`src/rtl/decoder_ctrl_if.sv`:
```
// Loader-side and engine-side signals of the decoder controller, plus its status outputs.
// The slave modport is the controller's view; master is the environment's view.
interface decoder_ctrl_if #(
    parameter int DATA_WIDTH  = 32,
    parameter int STACK_DEPTH = 16,
    parameter int NUM_UNITS   = 2,
    localparam int CNT_W      = $clog2(STACK_DEPTH + 1)
);
    logic                  load_valid;
    logic [DATA_WIDTH-1:0] load_data;
    logic                  load_ready;
    logic [NUM_UNITS-1:0]  calc_start;
    logic [DATA_WIDTH-1:0] calc_data;
    logic [NUM_UNITS-1:0]  calc_done;
    logic [NUM_UNITS-1:0]  busy;
    logic [CNT_W-1:0]      level;
    logic [CNT_W-1:0]      proc_count;
    logic                  overflow;
    logic                  done;

    modport slave (
        input  load_valid, load_data, calc_done,
        output load_ready, calc_start, calc_data, busy, level, proc_count, overflow, done
    );

    modport master (
        output load_valid, load_data, calc_done,
        input  load_ready, calc_start, calc_data, busy, level, proc_count, overflow, done
    );
endinterface

```
`src/rtl/decoder_ctrl.sv`:
```
// Decoder controller: loads symbols into a LIFO stack, then pops them one per cycle
// to the lowest-numbered idle calc engine and pulses done once everything has drained.
module decoder_ctrl_lane (
    input  logic clk,
    input  logic rst,
    input  logic start,
    input  logic done,
    output logic busy,
    output logic accept
);
    logic busy_q, busy_d;

    // A completion is only honoured while this engine is marked busy.
    assign accept = done & busy_q;
    assign busy   = busy_q;

    always_comb begin
        busy_d = (busy_q & ~accept) | start;
    end

    always_ff @(posedge clk) begin
        if (rst) busy_q <= 1'b0;
        else     busy_q <= busy_d;
    end
endmodule

module decoder_ctrl #(
    parameter int DATA_WIDTH  = 32,
    parameter int STACK_DEPTH = 16,
    parameter int NUM_UNITS   = 2,
    localparam int CNT_W      = $clog2(STACK_DEPTH + 1)
) (
    input logic           clk,
    input logic           rst,
    decoder_ctrl_if.slave bus
);
    localparam int AW = (STACK_DEPTH > 1) ? $clog2(STACK_DEPTH) : 1;

    typedef enum logic [2:0] {S_IDLE, S_LOAD, S_DISPATCH, S_DRAIN, S_FINISH} state_e;

    state_e                state_q, state_d;
    logic [CNT_W-1:0]      level_q, level_d;
    logic [CNT_W-1:0]      proc_q, proc_d;
    logic                  ovf_q, ovf_d;
    logic [DATA_WIDTH-1:0] mem_q [STACK_DEPTH];
    logic [DATA_WIDTH-1:0] mem_d [STACK_DEPTH];

    logic [NUM_UNITS-1:0]  busy, accept, start;
    logic [CNT_W-1:0]      acc_cnt;
    logic                  full, found;
    logic [AW-1:0]         wr_idx, rd_idx;

    assign full   = (level_q == CNT_W'(STACK_DEPTH));
    assign wr_idx = AW'(level_q);
    assign rd_idx = AW'(level_q - CNT_W'(1));

    for (genvar i = 0; i < NUM_UNITS; i++) begin : g_lane
        decoder_ctrl_lane u_lane (
            .clk    (clk),
            .rst    (rst),
            .start  (start[i]),
            .done   (bus.calc_done[i]),
            .busy   (busy[i]),
            .accept (accept[i])
        );
    end

    // Lowest-index idle engine wins; busy is the registered flag, so an engine
    // finishing this cycle is not reusable until the next one.
    always_comb begin
        start = '0;
        found = 1'b0;
        if (state_q == S_DISPATCH && level_q != '0) begin
            for (int i = 0; i < NUM_UNITS; i++) begin
                if (!busy[i] && !found) begin
                    start[i] = 1'b1;
                    found    = 1'b1;
                end
            end
        end
    end

    always_comb begin
        acc_cnt = '0;
        for (int i = 0; i < NUM_UNITS; i++) acc_cnt = acc_cnt + CNT_W'(accept[i]);
    end

    always_comb begin
        state_d = state_q;
        level_d = level_q;
        proc_d  = proc_q + acc_cnt;
        ovf_d   = ovf_q;
        mem_d   = mem_q;
        case (state_q)
            S_IDLE: begin
                if (bus.load_valid) begin
                    mem_d[wr_idx] = bus.load_data;
                    level_d       = level_q + CNT_W'(1);
                    proc_d        = '0;
                    ovf_d         = 1'b0;
                    state_d       = S_LOAD;
                end
            end
            S_LOAD: begin
                if (!bus.load_valid) begin
                    state_d = S_DISPATCH;
                end else if (full) begin
                    ovf_d = 1'b1;
                end else begin
                    mem_d[wr_idx] = bus.load_data;
                    level_d       = level_q + CNT_W'(1);
                end
            end
            S_DISPATCH: begin
                if (level_q == '0)  state_d = S_DRAIN;
                else if (found)     level_d = level_q - CNT_W'(1);
            end
            S_DRAIN: begin
                if (busy == '0) state_d = S_FINISH;
            end
            S_FINISH: state_d = S_IDLE;
            default:  state_d = S_IDLE;
        endcase
    end

    always_ff @(posedge clk) begin
        if (rst) begin
            state_q <= S_IDLE;
            level_q <= '0;
            proc_q  <= '0;
            ovf_q   <= 1'b0;
        end else begin
            state_q <= state_d;
            level_q <= level_d;
            proc_q  <= proc_d;
            ovf_q   <= ovf_d;
        end
        mem_q <= mem_d;
    end

    assign bus.load_ready = (state_q == S_IDLE) || (state_q == S_LOAD);
    assign bus.calc_start = start;
    assign bus.calc_data  = mem_q[rd_idx];
    assign bus.busy       = busy;
    assign bus.level      = level_q;
    assign bus.proc_count = proc_q;
    assign bus.overflow   = ovf_q;
    assign bus.done       = (state_q == S_FINISH);
endmodule

```
`src/flat_wrapper.sv`:
```
// flat-port wrapper written by rule: the top's interface ports become plain ports
module decoder_ctrl_flat 
#(
    parameter int DATA_WIDTH  = 32,
    parameter int STACK_DEPTH = 16,
    parameter int NUM_UNITS   = 2,
    localparam int CNT_W      = $clog2(STACK_DEPTH + 1)
)
  (clk, rst, bus_load_valid, bus_load_data, bus_calc_done, bus_load_ready, bus_calc_start, bus_calc_data, bus_busy, bus_level, bus_proc_count, bus_overflow, bus_done);
  decoder_ctrl_if #(.DATA_WIDTH(DATA_WIDTH), .STACK_DEPTH(STACK_DEPTH), .NUM_UNITS(NUM_UNITS)) bus_i ();
  input logic clk;
  input logic rst;
  input wire logic [$bits(bus_i.load_valid)-1:0] bus_load_valid;
  input wire logic [$bits(bus_i.load_data)-1:0] bus_load_data;
  input wire logic [$bits(bus_i.calc_done)-1:0] bus_calc_done;
  output wire logic [$bits(bus_i.load_ready)-1:0] bus_load_ready;
  output wire logic [$bits(bus_i.calc_start)-1:0] bus_calc_start;
  output wire logic [$bits(bus_i.calc_data)-1:0] bus_calc_data;
  output wire logic [$bits(bus_i.busy)-1:0] bus_busy;
  output wire logic [$bits(bus_i.level)-1:0] bus_level;
  output wire logic [$bits(bus_i.proc_count)-1:0] bus_proc_count;
  output wire logic [$bits(bus_i.overflow)-1:0] bus_overflow;
  output wire logic [$bits(bus_i.done)-1:0] bus_done;
  assign bus_i.load_valid = bus_load_valid;
  assign bus_i.load_data = bus_load_data;
  assign bus_i.calc_done = bus_calc_done;
  assign bus_load_ready = bus_i.load_ready;
  assign bus_calc_start = bus_i.calc_start;
  assign bus_calc_data = bus_i.calc_data;
  assign bus_busy = bus_i.busy;
  assign bus_level = bus_i.level;
  assign bus_proc_count = bus_i.proc_count;
  assign bus_overflow = bus_i.overflow;
  assign bus_done = bus_i.done;
  decoder_ctrl #(.DATA_WIDTH(DATA_WIDTH), .STACK_DEPTH(STACK_DEPTH), .NUM_UNITS(NUM_UNITS)) u_core (.clk(clk), .rst(rst), .bus(bus_i));
endmodule
```
`config.mk`:
```
export PLATFORM = sky130hd
export DESIGN_NAME = decoder_ctrl_flat
export DESIGN_NICKNAME = d
export VERILOG_FILES = /design/src/rtl/decoder_ctrl_if.sv /design/src/rtl/decoder_ctrl.sv /design/src/flat_wrapper.sv
export SDC_FILE = /design/constraint.sdc
export NUM_CORES = 1
export LEC_CHECK = 0
export BUFFER_PORTS_ARGS = -buffer_cell sky130_fd_sc_hd__buf_2
export CAP_MARGIN = 5
export CORE_ASPECT_RATIO = 0.7
export CORE_MARGIN = 2
export CORE_UTILIZATION = 50
export DETAILED_ROUTE_END_ITERATION = 6
export GPL_ROUTABILITY_DRIVEN = 0
export GPL_TIMING_DRIVEN = 0
export PLACE_DENSITY = 0.73
export SETUP_SLACK_MARGIN = 0.2
export SLEW_MARGIN = 20
export SYNTH_ARGS = -nofsm -noshare
export SYNTH_HDL_FRONTEND = slang
export SYNTH_SLANG_ARGS = --single-unit
```
`constraint.sdc`:
```
create_clock -name clk -period 6.85 [get_ports clk]
set_input_delay 1.0275 -clock clk [delete_from_list [all_inputs] [get_ports clk]]
set_output_delay 1.0275 -clock clk [all_outputs]
set_load 0.01 [all_outputs]
```
==> insert_results.sql, run 1 <==
INSERT INTO impl_metrics (metric_group, metric, value, unit) VALUES
('outcome', 'run_status', 'finished, final reports clean', ''),
('placement', 'place_area', '22200', 'sq um'),
('synth', 'synth_warnings', '0', ''),
('die', 'start_util', '0.509', ''),
('worst_setup_path', 'worstPathRequired', '5.82', 'ns'),
('grt', 'grt_max_degree', '20', ''),
('clock_tree', 'tritoncts_clock_tree', 'yes', ''),
('worst_setup_path', 'critical-path-top-delay-family', 'buffers and inverters', ''),
('grt', 'groute.usage.overall', '0.219', ''),
('routing', 'drt_drc_violations_left', '0', ''),
('sta', 'setup-violations-final', '0', ''),
('worst_setup_path', 'crit_path_end_kind', 'output port', ''),
('worst_setup_path', 'crit_cells', '10', ''),
('finish', 'design.final.nets', '1058', ''),
('power', 'power.share.combinational', '0.205', ''),
('clock_tree', 'numCtsBuffers', '48', ''),
('power', 'netSwitchingFraction', '0.258', ''),
('power', 'part_of_the_power_in_the_clock_network', '0.331', ''),
('die', 'die_footprint', '42200', 'sq um'),
('die', 'chipWidth', '245', 'um'),
('finish', 'drive_above_1_share', '0.372', ''),
('die', 'coreArea', '39800', 'sq um'),
('synth', 'synthesis.instances', '845', ''),
('power', 'p_leak', '7.51', 'nW'),
('worst_setup_path', 'criticalPathCategory', 'flop to output port', ''),
('sta', 'timing_max_transition_violations_final', '0', ''),
('synth', 'syn_avg_cell_area', '24.0', 'sq um'),
('synth', 'syn-num-nets', '891', ''),
('placement', 'buffer_ports.inserted', '84', ''),
('power', 'power.density', '332', 'nW/um^2'),
('finish', 'fin_util', '0.595', ''),
('power', 'worst_ir_drop_vdd', '0.000261', 'V'),
('worst_setup_path', 'max_stage_delay', '0.71', 'ns'),
('routing', 'dr_total_vias', '9588', ''),
('placement', 'dp_hpwl', '28.0', 'mm'),
('sta', 'slew_headroom', '0.270', ''),
('sta', 'timing_worst_slew_pin_value', '1.10', 'ns'),
('sta', 'period_share', '0.800', ''),
('sta', 'setup-tns-final', '0', 'ns'),
('placement', 'dp.cells', '1497', ''),
('worst_setup_path', 'reg2reg_from', 'u_core.state_q[1]$_SDFFE_PP0P_', ''),
('worst_setup_path', 'crit_path_start', 'u_core.bus.level[0]$_SDFFE_PP0P_', ''),
('sta', 'final_report_hold_violation_count', '0', ''),
('routing', 'first_pass_iters', '6', ''),
('hold_path', 'min_delay_startpoint', 'u_core.bus.overflow$_SDFFE_PP0P_', ''),
('clock_tree', 'insertion_delay', '0.56', 'ns'),
('power', 'intPower', '5.84', 'mW'),
('routing', 'routed_via_density', '6.04', ''),
('finish', 'final_design_area_no_fill', '23700', 'sq um'),
('synth', 'synth_seq_area_share', '0.774', ''),
('grt', 'grt_antenna_before_repair', '3', ''),
('sta', 'rsz_0062_raised_after_global_routing', 'no', ''),
('finish', 'area_growth_syn_to_layout', '16.9', '%'),
('clock_tree', 'cts_post_setup_buffers_inserted', '0', ''),
('clock_tree', 'cts.path.max_buffers', '3', ''),
('sta', 'final.setup_skew', '0.0191', 'ns'),
('worst_setup_path', 'crit_path_start_kind', 'flop', ''),
('synth', 'yosys.area.top_type_share', '0.758', ''),
('sta', 'worst_hold_margin', '0.489', 'ns'),
('sta', 'fmax', '182', 'MHz'),
('worst_setup_path', 'cp_slowest_cell', 'sky130_fd_sc_hd__clkbuf_1', ''),
('die', 'die_h', '173', 'um'),
('grt', 'grt_pass1_wl', '66.8', 'mm'),
('routing', 'first_iter_violations', '1122', ''),
('synth', 'synthesis.area', '20300', 'sq um'),
('finish', 'mostFrequentLayoutCell', 'sky130_fd_sc_hd__edfxtp_1', ''),
('clock_tree', 'clk_transition_reported_paths', '0.06', 'ns'),
('routing', 'drt.antenna.violating_nets', '0', ''),
('synth', 'synth.area.top_cells', 'sky130_fd_sc_hd__edfxtp_1 (76%), sky130_fd_sc_hd__mux4_2 (18%), sky130_fd_sc_hd__dfxtp_1 (1.6%)', ''),
('power', 'seq_pwr_share', '0.464', ''),
('worst_setup_path', 'reg2reg_depth', '8', '');
[stage by stage]
| step | total power [mW] | setup slack [ns] |
|---|---|---|
| 4_1_cts | 7.93 | 1.33 |
| 2_1_floorplan | 4.73 | 1.16 |
| 6_report | 7.87 | 1.37 |
| 3_3_place_gp | 5.28 | -3.43 |
| 5_1_grt | 8.13 | 1.27 |
| 3_5_place_dp | 5.34 | 1.97 |
[power by group through the flow]
stage / registers [mW] / clock network, mW / logic [mW]
2_1_floorplan: 3.72 / 0 / 1.01
3_3_place_gp: 3.73 / 0 / 1.55
3_5_place_dp: 3.72 / 0 / 1.62
4_1_cts: 3.65 / 2.65 / 1.64
5_1_grt: 3.65 / 2.78 / 1.70
6_report: 3.65 / 2.61 / 1.61
[flip-flops by register name, summed over array words and instances (netlist names)]
register	flops
u_core.mem_q	512
u_core.g_lane.u_lane.busy	2
u_core.bus.overflow	1
u_core.bus.proc_count	5
u_core.state_q	3
u_core.bus.level	5
[path summary, 6_finish.rpt]
| kind | end | slack (ns) |
|---|---|---|
| worst max-delay path | bus_calc_data[12] | 1.37 |
| worst max register to register | u_core.mem_q[495]$_DFFE_PP_ | 3.42 |
| worst min-delay path | u_core.bus.overflow$_SDFFE_PP0P_ | 0.49 |
| worst min register to register | u_core.bus.overflow$_SDFFE_PP0P_ | 0.49 |
[cells in the mapped netlist (all sizes together)]
cell type,number
edfxtp,512
mux4,160
nor2,31
buf,28
clkbuf,17
dfxtp,16
inv,9
nand2,9
a21oi,8
ha,8
xnor2,5
nand3,4
nor3b,4
nor2b,3
nor3,3
o21ai,3
and2,2
o21a,2
or3,2
a2111oi,1
a211oi,1
a21o,1
a31oi,1
a41oi,1
fa,1
mux2,1
mux2i,1
nand2b,1
nand3b,1
nand4,1
nor4,1
o211a,1
o311ai,1
o31ai,1
o32a,1
o41ai,1
or4,1
xor2,1
[metal layers]
| metal | share of wire | GRT usage | vias up |
|---|---|---|---|
| li1 | - | - | 3946 |
| met1 | 0.41 | 0.315 | 5101 |
| met2 | 0.49 | 0.348 | 451 |
| met3 | 0.076 | 0.0430 | 86 |
| met4 | 0.024 | 0.0633 | 4 |
| met5 | 0.00057 | 0 | - |
[cell type report]
type | instances | area, sq um
diodes | 1 | 2.50
plain buffers | 45 | 289
clock buffers | 61 | 1270
clock inverters | 28 | 239
fillers | 2781 | 16100
inverters | 9 | 36.3
multi-input cells | 263 | 4390
flip-flops and latches | 528 | 15700
well taps | 535 | 669
repair buffers | 117 | 1120
[worst reg2reg max path, delay by kind of cell, from the launching register on]
family / cells / cell delay [ns]
and+or+nand+nor: 2 / 1.03
DFF: 1 / 0.30
AOI/OAI and AO/OA: 1 / 0.68
buffers and inverters: 5 / 1.13
[cell families (layout without fill, tap and decap cells)]
| group | after synthesis | after routing | synth area share |
|---|---|---|---|
| DFF | 528 | 528 | 0.774 |
| muxes | 162 | 162 | 0.179 |
| and+or+nand+nor | 63 | 63 | 0.0152 |
| buffers and inverters | 54 | 260 | 0.0160 |
| AOI/OAI and AO/OA | 23 | 23 | 0.00759 |
| adders and majority gates | 9 | 9 | 0.00592 |
| xor gates and xnor gates | 6 | 6 | 0.00296 |
| other | 0 | 1 | 0 |
No activity file was read; power rests on OpenSTA's default activity.
==> run 2: changes to the inputs <==
- ABC_AREA: not set -> 1
- PLACE_DENSITY: 0.73 -> 0.71
- clock period: 6.85 -> 5.5 ns (I/O delays scaled with it)
==> run 2 against run 1 <==
- sequential share of layout area is 1.7 points lower
- flip-flop and latch count stayed put
- total power increased by 78%
- clock skew is 0.0012 ns higher
- largest power group is now combinational logic
==> insert_results.sql, run 2 <==
INSERT INTO impl_metrics (metric_group, metric, value, unit) VALUES
('outcome', 'run_status', 'finished, final reports clean', ''),
('placement', 'buffer_ports.inserted', '85', ''),
('synth', 'synth_seq_area_share', '0.744', ''),
('synth', 'synthDistinctLibCells', '35', ''),
('routing', 'dr_total_vias', '14600', ''),
('routing', 'drt.antenna.violating_nets', '0', ''),
('placement', 'place_ws', '1.54', 'ns'),
('finish', 'reg_with_most_ffs', 'u_core.mem_q', ''),
('die', 'rows', '62', ''),
('synth', 'async_set_or_reset_flop_fraction_in_the_synthesized_netlist', '0', ''),
('worst_setup_path', 'crit_path_end_kind', 'output port', ''),
('grt', 'grt_pass1_wl', '91.1', 'mm'),
('worst_setup_path', 'crit_path_cell_trace', 'buf_6 > inv_4 > buf_4 > buf_4 > ha_1 > buf_4 > inv_2 > clkbuf_1 > o21ai_0 > o221ai_1 > nand3_1 > nand2_1 > buf_2', ''),
('finish', 'area_growth_syn_to_layout', '15.4', '%'),
('finish', 'antenna_diode_count', '0', ''),
('finish', 'final_design_area_no_fill', '24300', 'sq um'),
('finish', 'most_frequent_cells_in_the_layout', 'sky130_fd_sc_hd__edfxtp_1 (512), sky130_fd_sc_hd__nor2_1 (298), sky130_fd_sc_hd__o21ai_0 (254)', ''),
('sta', 'timing_max_transition_violations_final', '0', ''),
('clock_tree', 'clock_sinks', '528', ''),
('synth', 'syn-num-nets', '1609', ''),
('synth', 'synth_xor_area_frac', '0.00374', ''),
('worst_setup_path', 'cp_slowest_cell', 'sky130_fd_sc_hd__clkbuf_1', ''),
('finish', 'largest_reg_flops', '512', ''),
('grt', 'grt_max_degree', '19', ''),
('finish', 'fill_cells', '3183', ''),
('finish', 'design.final.nets', '1779', ''),
('sta', 'setup-violations-final', '0', ''),
('grt', 'groute.usage.overall', '0.287', ''),
('sta', 'slew_headroom', '0.379', ''),
('power', 'power.density', '577', 'nW/um^2'),
('synth', 'synth-compound-area-share', '0.117', ''),
('synth', 'synth.area.mux_share', '0', ''),
('power', 'power', '14.0', 'mW'),
('placement', 'dp_hpwl', '41.1', 'mm'),
('synth', 'synth_warnings', '0', ''),
('die', 'coreArea', '41300', 'sq um'),
('placement', 'place_area', '22900', 'sq um'),
('routing', 'routedWlPerCell', '27.2', 'um'),
('synth', 'synthesis.instances', '1563', ''),
('synth', 'syn_avg_cell_area', '13.5', 'sq um'),
('worst_setup_path', 'worstPathRequired', '4.68', 'ns'),
('synth', 'synth_top_family_by_area', 'compound AO/OA/AOI/OAI gates', ''),
('worst_setup_path', 'worst_path_most_repeated_cell', 'sky130_fd_sc_hd__buf_4', ''),
('clock_tree', 'cts.path.max_buffers', '3', ''),
('sta', 'fmax', '212', 'MHz'),
('clock_tree', 'number_of_levels_the_h_tree_was_split_into', '2', ''),
('sta', 'timing_worst_slew_pin_value', '0.927', 'ns'),
('finish', 'drive_above_1_share', '0.174', ''),
('clock_tree', 'clk_transition_reported_paths', '0.06', 'ns'),
('synth', 'yosys.area_share.adder', '0.00570', ''),
('clock_tree', 'cts.repair.resized', '0', ''),
('die', 'die_h', '176', 'um'),
('sta', 'final.setup_skew', '0.0204', 'ns'),
('sta', 'rsz_0062_raised_after_global_routing', 'no', ''),
('synth', 'synthSimpleGateAreaFrac', '0.0941', ''),
('sta', 'period_share', '0.858', ''),
('die', 'start_util', '0.511', ''),
('routing', 'routed_via_density', '6.32', ''),
('routing', 'drt_drc_violations_left', '0', ''),
('synth', 'postSynth.topFlopCell', 'sky130_fd_sc_hd__edfxtp_1', ''),
('synth', 'synth-edff-count', '512', ''),
('flow_run', 'cap_viol_max_count', '0', ''),
('clock_tree', 'numCtsBuffers', '48', ''),
('clock_tree', 'tritoncts_clock_tree', 'yes', ''),
('synth', 'synthesis.area', '21100', 'sq um'),
('die', 'die_footprint', '43800', 'sq um'),
('routing', 'first_pass_iters', '6', ''),
('sta', 'post-route-worst-setup-slack', '0.783', 'ns'),
('hold_path', 'worstHoldPathType', 'flop to flop', ''),
('synth', 'ys_seq_elements', '528', ''),
('power', 'worst_ir_drop_vdd', '0.000345', 'V'),
('die', 'chipWidth', '249', 'um'),
('worst_setup_path', 'crit_path_start_kind', 'flop', ''),
('synth', 'ys_top_cells_by_count', 'sky130_fd_sc_hd__edfxtp_1 (512), sky130_fd_sc_hd__nor2_1 (310), sky130_fd_sc_hd__o21ai_0 (254)', ''),
('synth', 'synth.area.top_cells', 'sky130_fd_sc_hd__edfxtp_1 (73%), sky130_fd_sc_hd__o21ai_0 (6.0%), sky130_fd_sc_hd__nor2_1 (5.5%)', ''),
('worst_setup_path', 'worst_ep_arrival_time', '3.89', 'ns'),
('clock_tree', 'insertion_delay', '0.58', 'ns'),
('clock_tree', 'cts_post_setup_buffers_inserted', '0', ''),
('worst_setup_path', 'critPathMaxFanout', '12', ''),
('sta', 'final_report_hold_violation_count', '0', ''),
('power', 'p_leak', '8.20', 'nW'),
('sta', 'final_period_minus_worst_setup_slack', '4.72', 'ns'),
('synth', 'yosysTopAreaCell', 'sky130_fd_sc_hd__edfxtp_1', ''),
('worst_setup_path', 'max_stage_delay', '0.54', 'ns'),
('grt', 'first_global_vias', '13900', ''),
('die', 'design.portCount', '86', ''),
('worst_setup_path', 'criticalPathCategory', 'flop to output port', ''),
('grt', 'grt_overflow', '0', ''),
('synth', 'yosys.area.top_type_share', '0.729', ''),
('routing', 'first_iter_violations', '2313', ''),
('clock_tree', 'ctsHoldBuffers', '0', ''),
('clock_tree', 'cts_root_buf', 'sky130_fd_sc_hd__clkbuf_16', ''),
('routing', 'drt_wl_total', '63.0', 'mm'),
('synth', 'synth_most_common_cell', 'sky130_fd_sc_hd__edfxtp_1', ''),
('grt', 'grt_antenna_before_repair', '0', ''),
('finish', 'mostFrequentLayoutCell', 'sky130_fd_sc_hd__edfxtp_1', '');
[run 2: final timing paths]
kind	depth (start not counted)	slack [ns]	startpoint	endpoint
setup / recovery	13	0.78	u_core.bus.level[0]$_SDFFE_PP0P_	bus_calc_data[31]
hold / removal	2	0.48	u_core.bus.overflow$_SDFFE_PP0P_	u_core.bus.overflow$_SDFFE_PP0P_
setup reg to reg	14	1.71	u_core.bus.level[0]$_SDFFE_PP0P_	u_core.mem_q[106]$_DFFE_PP_
hold reg to reg	2	0.48	u_core.bus.overflow$_SDFFE_PP0P_	u_core.bus.overflow$_SDFFE_PP0P_
[run 2: area by class of cell]
cell class                 count  area (sq um)  share of cell area
multi-input combinational    898          4750               0.195
tap                          544           681              0.0280
clock inverter                21           184             0.00756
timing repair buffer         120           983              0.0404
sequential                   528         15700               0.645
buffer                       111           642              0.0264
inverter                      26           103             0.00422
clock buffer                  66          1290              0.0530
[run 2: where the power goes]
group	internal [mW]	switching [mW]	total, mW
logic	1.72	4.18	5.90
registers	4.80	0.0963	4.90
clock network	1.78	1.45	3.23
[run 2: routing by layer]
| layer | vias to the layer above | part of all wire | wire (um) | global-route usage |
|---|---|---|---|---|
| met5 | - | 0 | 0 | 0 |
| met4 | 0 | 0.037 | 2320 | 0.107 |
| met3 | 169 | 0.14 | 8920 | 0.0857 |
| met2 | 1148 | 0.44 | 27900 | 0.432 |
| met1 | 7107 | 0.38 | 23800 | 0.397 |
| li1 | 6201 | - | - | - |
[run 2: per-stage QoR]
step / hold slack [ns] / cells / utilization / setup TNS (ns)
2_1_floorplan: 0.483 / 1563 / - / 0
3_3_place_gp: 0.460 / 2192 / 0.538 / -239.62
3_5_place_dp: 0.468 / 2227 / 0.554 / 0
4_1_cts: 0.477 / 2314 / 0.590 / 0
5_1_grt: 0.500 / 2314 / 0.590 / 0
6_report: 0.479 / 2314 / 0.590 / 0
[run 2: cells by family (layout without fill, tap and decap cells)]
group,count (synthesis),count (layout)
DFF,528,528
AOI/OAI and AO/OA,401,401
buffers and inverters,137,344
adders and majority gates,9,9
and+or+nand+nor,482,482
xor gates and xnor gates,6,6
[run 2: critical path, delay by kind of cell, from the launching register on]
| kind | cells | cell delay [ns] |
|---|---|---|
| simple gates | 2 | 0.32 |
| compound gates | 2 | 0.54 |
| flops | 1 | 0.42 |
| buf+inv | 8 | 1.70 |
| fa+ha+maj | 1 | 0.32 |
==> run 3: changes to the inputs <==
- MAX_ROUTING_LAYER: not set -> met4
- PLACE_DENSITY: 0.71 -> 0.66
==> run 3 against run 2 <==
- first-iteration DRC count shrank 4.4%
- largest power group unchanged
- register-to-register slack gained 0.05 ns
- cell count is essentially flat
- core utilization shrank 0.12 points
==> insert_results.sql, run 3 (synthesis results as in run 2) <==
INSERT INTO impl_metrics (metric_group, metric, value, unit) VALUES
('sta', 'final_period_minus_worst_setup_slack', '4.70', 'ns'),
('placement', 'buffer_ports.inserted', '85', ''),
('power', 'power.density', '577', 'nW/um^2'),
('sta', 'timing_worst_slew_pin_value', '0.880', 'ns'),
('sta', 'setup-violations-final', '0', ''),
('finish', 'final_design_area_no_fill', '24300', 'sq um'),
('placement', 'place_ws', '1.51', 'ns'),
('die', 'coreArea', '41300', 'sq um'),
('clock_tree', 'cts.repair.resized', '0', ''),
('grt', 'first_global_vias', '14000', ''),
('grt', 'grt_antenna_before_repair', '0', ''),
('finish', 'mostFrequentLayoutCell', 'sky130_fd_sc_hd__edfxtp_1', ''),
('grt', 'groute.usage.overall', '0.301', ''),
('placement', 'dp_hpwl', '41.1', 'mm'),
('power', 'power.share.combinational', '0.423', ''),
('hold_path', 'worstHoldPathType', 'flop to flop', ''),
('power', 'switching_power', '5.75', 'mW'),
('routing', 'routedWlPerCell', '27.5', 'um'),
('finish', 'antenna_diode_count', '0', ''),
('clock_tree', 'cts.path.max_buffers', '3', ''),
('routing', 'dr_total_vias', '14500', ''),
('clock_tree', 'clock_sinks', '528', ''),
('routing', 'first_iter_violations', '2211', ''),
('worst_setup_path', 'criticalPathCategory', 'flop to output port', ''),
('power', 'intPower', '8.26', 'mW'),
('grt', 'grt_max_degree', '20', ''),
('finish', 'largest_reg_flops', '512', ''),
('sta', 'timing_max_transition_violations_final', '0', ''),
('worst_setup_path', 'crit_path_end_kind', 'output port', ''),
('finish', 'multi_input_comb_area', '4750', 'sq um'),
('routing', 'routed_via_density', '6.25', ''),
('power', 'p_leak', '8.20', 'nW'),
('power', 'part_of_the_power_in_the_clock_network', '0.227', ''),
('die', 'start_util', '0.511', ''),
('sta', 'period_share', '0.855', ''),
('grt', 'grt_pass1_wl', '92.9', 'mm'),
('outcome', 'run_status', 'finished, final reports clean', ''),
('grt', 'grt_overflow', '0', ''),
('clock_tree', 'ctsHoldBuffers', '0', ''),
('die', 'chipWidth', '249', 'um'),
('finish', 'reg_with_most_ffs', 'u_core.mem_q', ''),
('clock_tree', 'cts_post_setup_buffers_inserted', '0', ''),
('die', 'die_footprint', '43800', 'sq um'),
('sta', 'slew_headroom', '0.410', ''),
('clock_tree', 'numCtsBuffers', '48', ''),
('finish', 'area_growth_syn_to_layout', '15.2', '%'),
('flow_run', 'cap_viol_max_count', '0', ''),
('clock_tree', 'number_of_levels_the_h_tree_was_split_into', '2', ''),
('worst_setup_path', 'crit_path_start_kind', 'flop', ''),
('power', 'netSwitchingFraction', '0.411', ''),
('routing', 'drt_drc_violations_left', '0', ''),
('finish', 'most_frequent_cells_in_the_layout', 'sky130_fd_sc_hd__edfxtp_1 (512), sky130_fd_sc_hd__nor2_1 (298), sky130_fd_sc_hd__o21ai_0 (254)', ''),
('routing', 'first_pass_iters', '5', ''),
('finish', 'design.final.nets', '1779', ''),
('routing', 'drt.antenna.violating_nets', '0', ''),
('sta', 'rsz_0062_raised_after_global_routing', 'no', ''),
('sta', 'final.setup_skew', '0.0175', 'ns'),
('routing', 'drt_wl_total', '63.8', 'mm'),
('sta', 'fmax', '213', 'MHz'),
('clock_tree', 'clk_transition_reported_paths', '0.06', 'ns'),
('clock_tree', 'tritoncts_clock_tree', 'yes', ''),
('placement', 'place_area', '22800', 'sq um'),
('power', 'worst_ir_drop_vdd', '0.000379', 'V'),
('die', 'design.portCount', '86', ''),
('die', 'rows', '62', ''),
('finish', 'seqCellArea', '15700', 'sq um'),
('finish', 'fill_cells', '3235', ''),
('worst_setup_path', 'worstPathRequired', '4.68', 'ns'),
('finish', 'drive_above_1_share', '0.176', ''),
('clock_tree', 'cts_root_buf', 'sky130_fd_sc_hd__clkbuf_16', ''),
('worst_setup_path', 'worst_ep_arrival_time', '3.88', 'ns'),
('power', 'seq_pwr_share', '0.350', ''),
('worst_setup_path', 'critPathMaxFanout', '12', ''),
('sta', 'post-route-worst-setup-slack', '0.799', 'ns'),
('sta', 'final_report_hold_violation_count', '0', ''),
('die', 'die_h', '176', 'um'),
('clock_tree', 'insertion_delay', '0.57', 'ns');
## run 3: worst paths after layout
check | start | to | slack, ns | cells past startpoint
worst max register to register | u_core.bus.level[0]$_SDFFE_PP0P_ | u_core.mem_q[109]$_DFFE_PP_ | 1.76 | 13
worst min register to register | u_core.bus.overflow$_SDFFE_PP0P_ | u_core.bus.overflow$_SDFFE_PP0P_ | 0.47 | 2
worst min-delay path | u_core.bus.overflow$_SDFFE_PP0P_ | u_core.bus.overflow$_SDFFE_PP0P_ | 0.47 | 2
worst max-delay path | u_core.bus.level[0]$_SDFFE_PP0P_ | bus_calc_data[29] | 0.80 | 13
## run 3: worst max-delay path, stage by stage, from the launching register on
cell and delay (ns):
sky130_fd_sc_hd__dfxtp_1 0.42, sky130_fd_sc_hd__buf_6 0.21, sky130_fd_sc_hd__inv_4 0.09, sky130_fd_sc_hd__buf_4 0.19, sky130_fd_sc_hd__buf_4 0.22, sky130_fd_sc_hd__ha_1 0.32, sky130_fd_sc_hd__buf_4 0.20, sky130_fd_sc_hd__inv_2 0.11
sky130_fd_sc_hd__clkbuf_1 0.55, sky130_fd_sc_hd__o21ai_0 0.20, sky130_fd_sc_hd__o221ai_1 0.34, sky130_fd_sc_hd__nand3_1 0.14, sky130_fd_sc_hd__nand2_1 0.14, sky130_fd_sc_hd__buf_2 0.15
## run 3: final cells by class
| cell class | instances | share of cell area |
|---|---|---|
| repair buffers | 120 | 0.0390 |
| multi-input cells | 898 | 0.196 |
| clock buffers | 62 | 0.0525 |
| clock inverters | 27 | 0.00758 |
| inverters | 26 | 0.00423 |
| well taps | 544 | 0.0280 |
| flip-flops and latches | 528 | 0.646 |
| plain buffers | 111 | 0.0264 |
## run 3: metal layers
layer	routed length [um]	up-vias	GRT usage
li1	-	6220	-
met3	7590	150	0.0541
met5	0	-	-
met1	25900	7095	0.429
met2	28300	1019	0.446
met4	1930	0	0.0904
## run 3: through the flow
stage	hold WS (ns)	power, mW	util	std cells	setup TNS [ns]
2_1_floorplan	0.483	8.17	-	1563	0
3_3_place_gp	0.450	10.6	0.538	2192	-265.22
3_5_place_dp	0.462	10.8	0.553	2227	0
4_1_cts	0.469	13.9	0.588	2316	0
5_1_grt	0.488	14.6	0.588	2316	0
6_report	0.472	14.0	0.588	2316	0
## run 3: power by group through the flow
| stage | Combinational, mW | Sequential, mW | Clock (mW) |
|---|---|---|---|
| after floorplan | 3.19 | 4.98 | 0 |
| after global placement | 5.55 | 5.02 | 0 |
| after detailed placement | 5.79 | 4.98 | 0 |
| after CTS | 5.81 | 4.90 | 3.19 |
| after global routing | 6.28 | 4.92 | 3.37 |
| final | 5.93 | 4.90 | 3.18 |
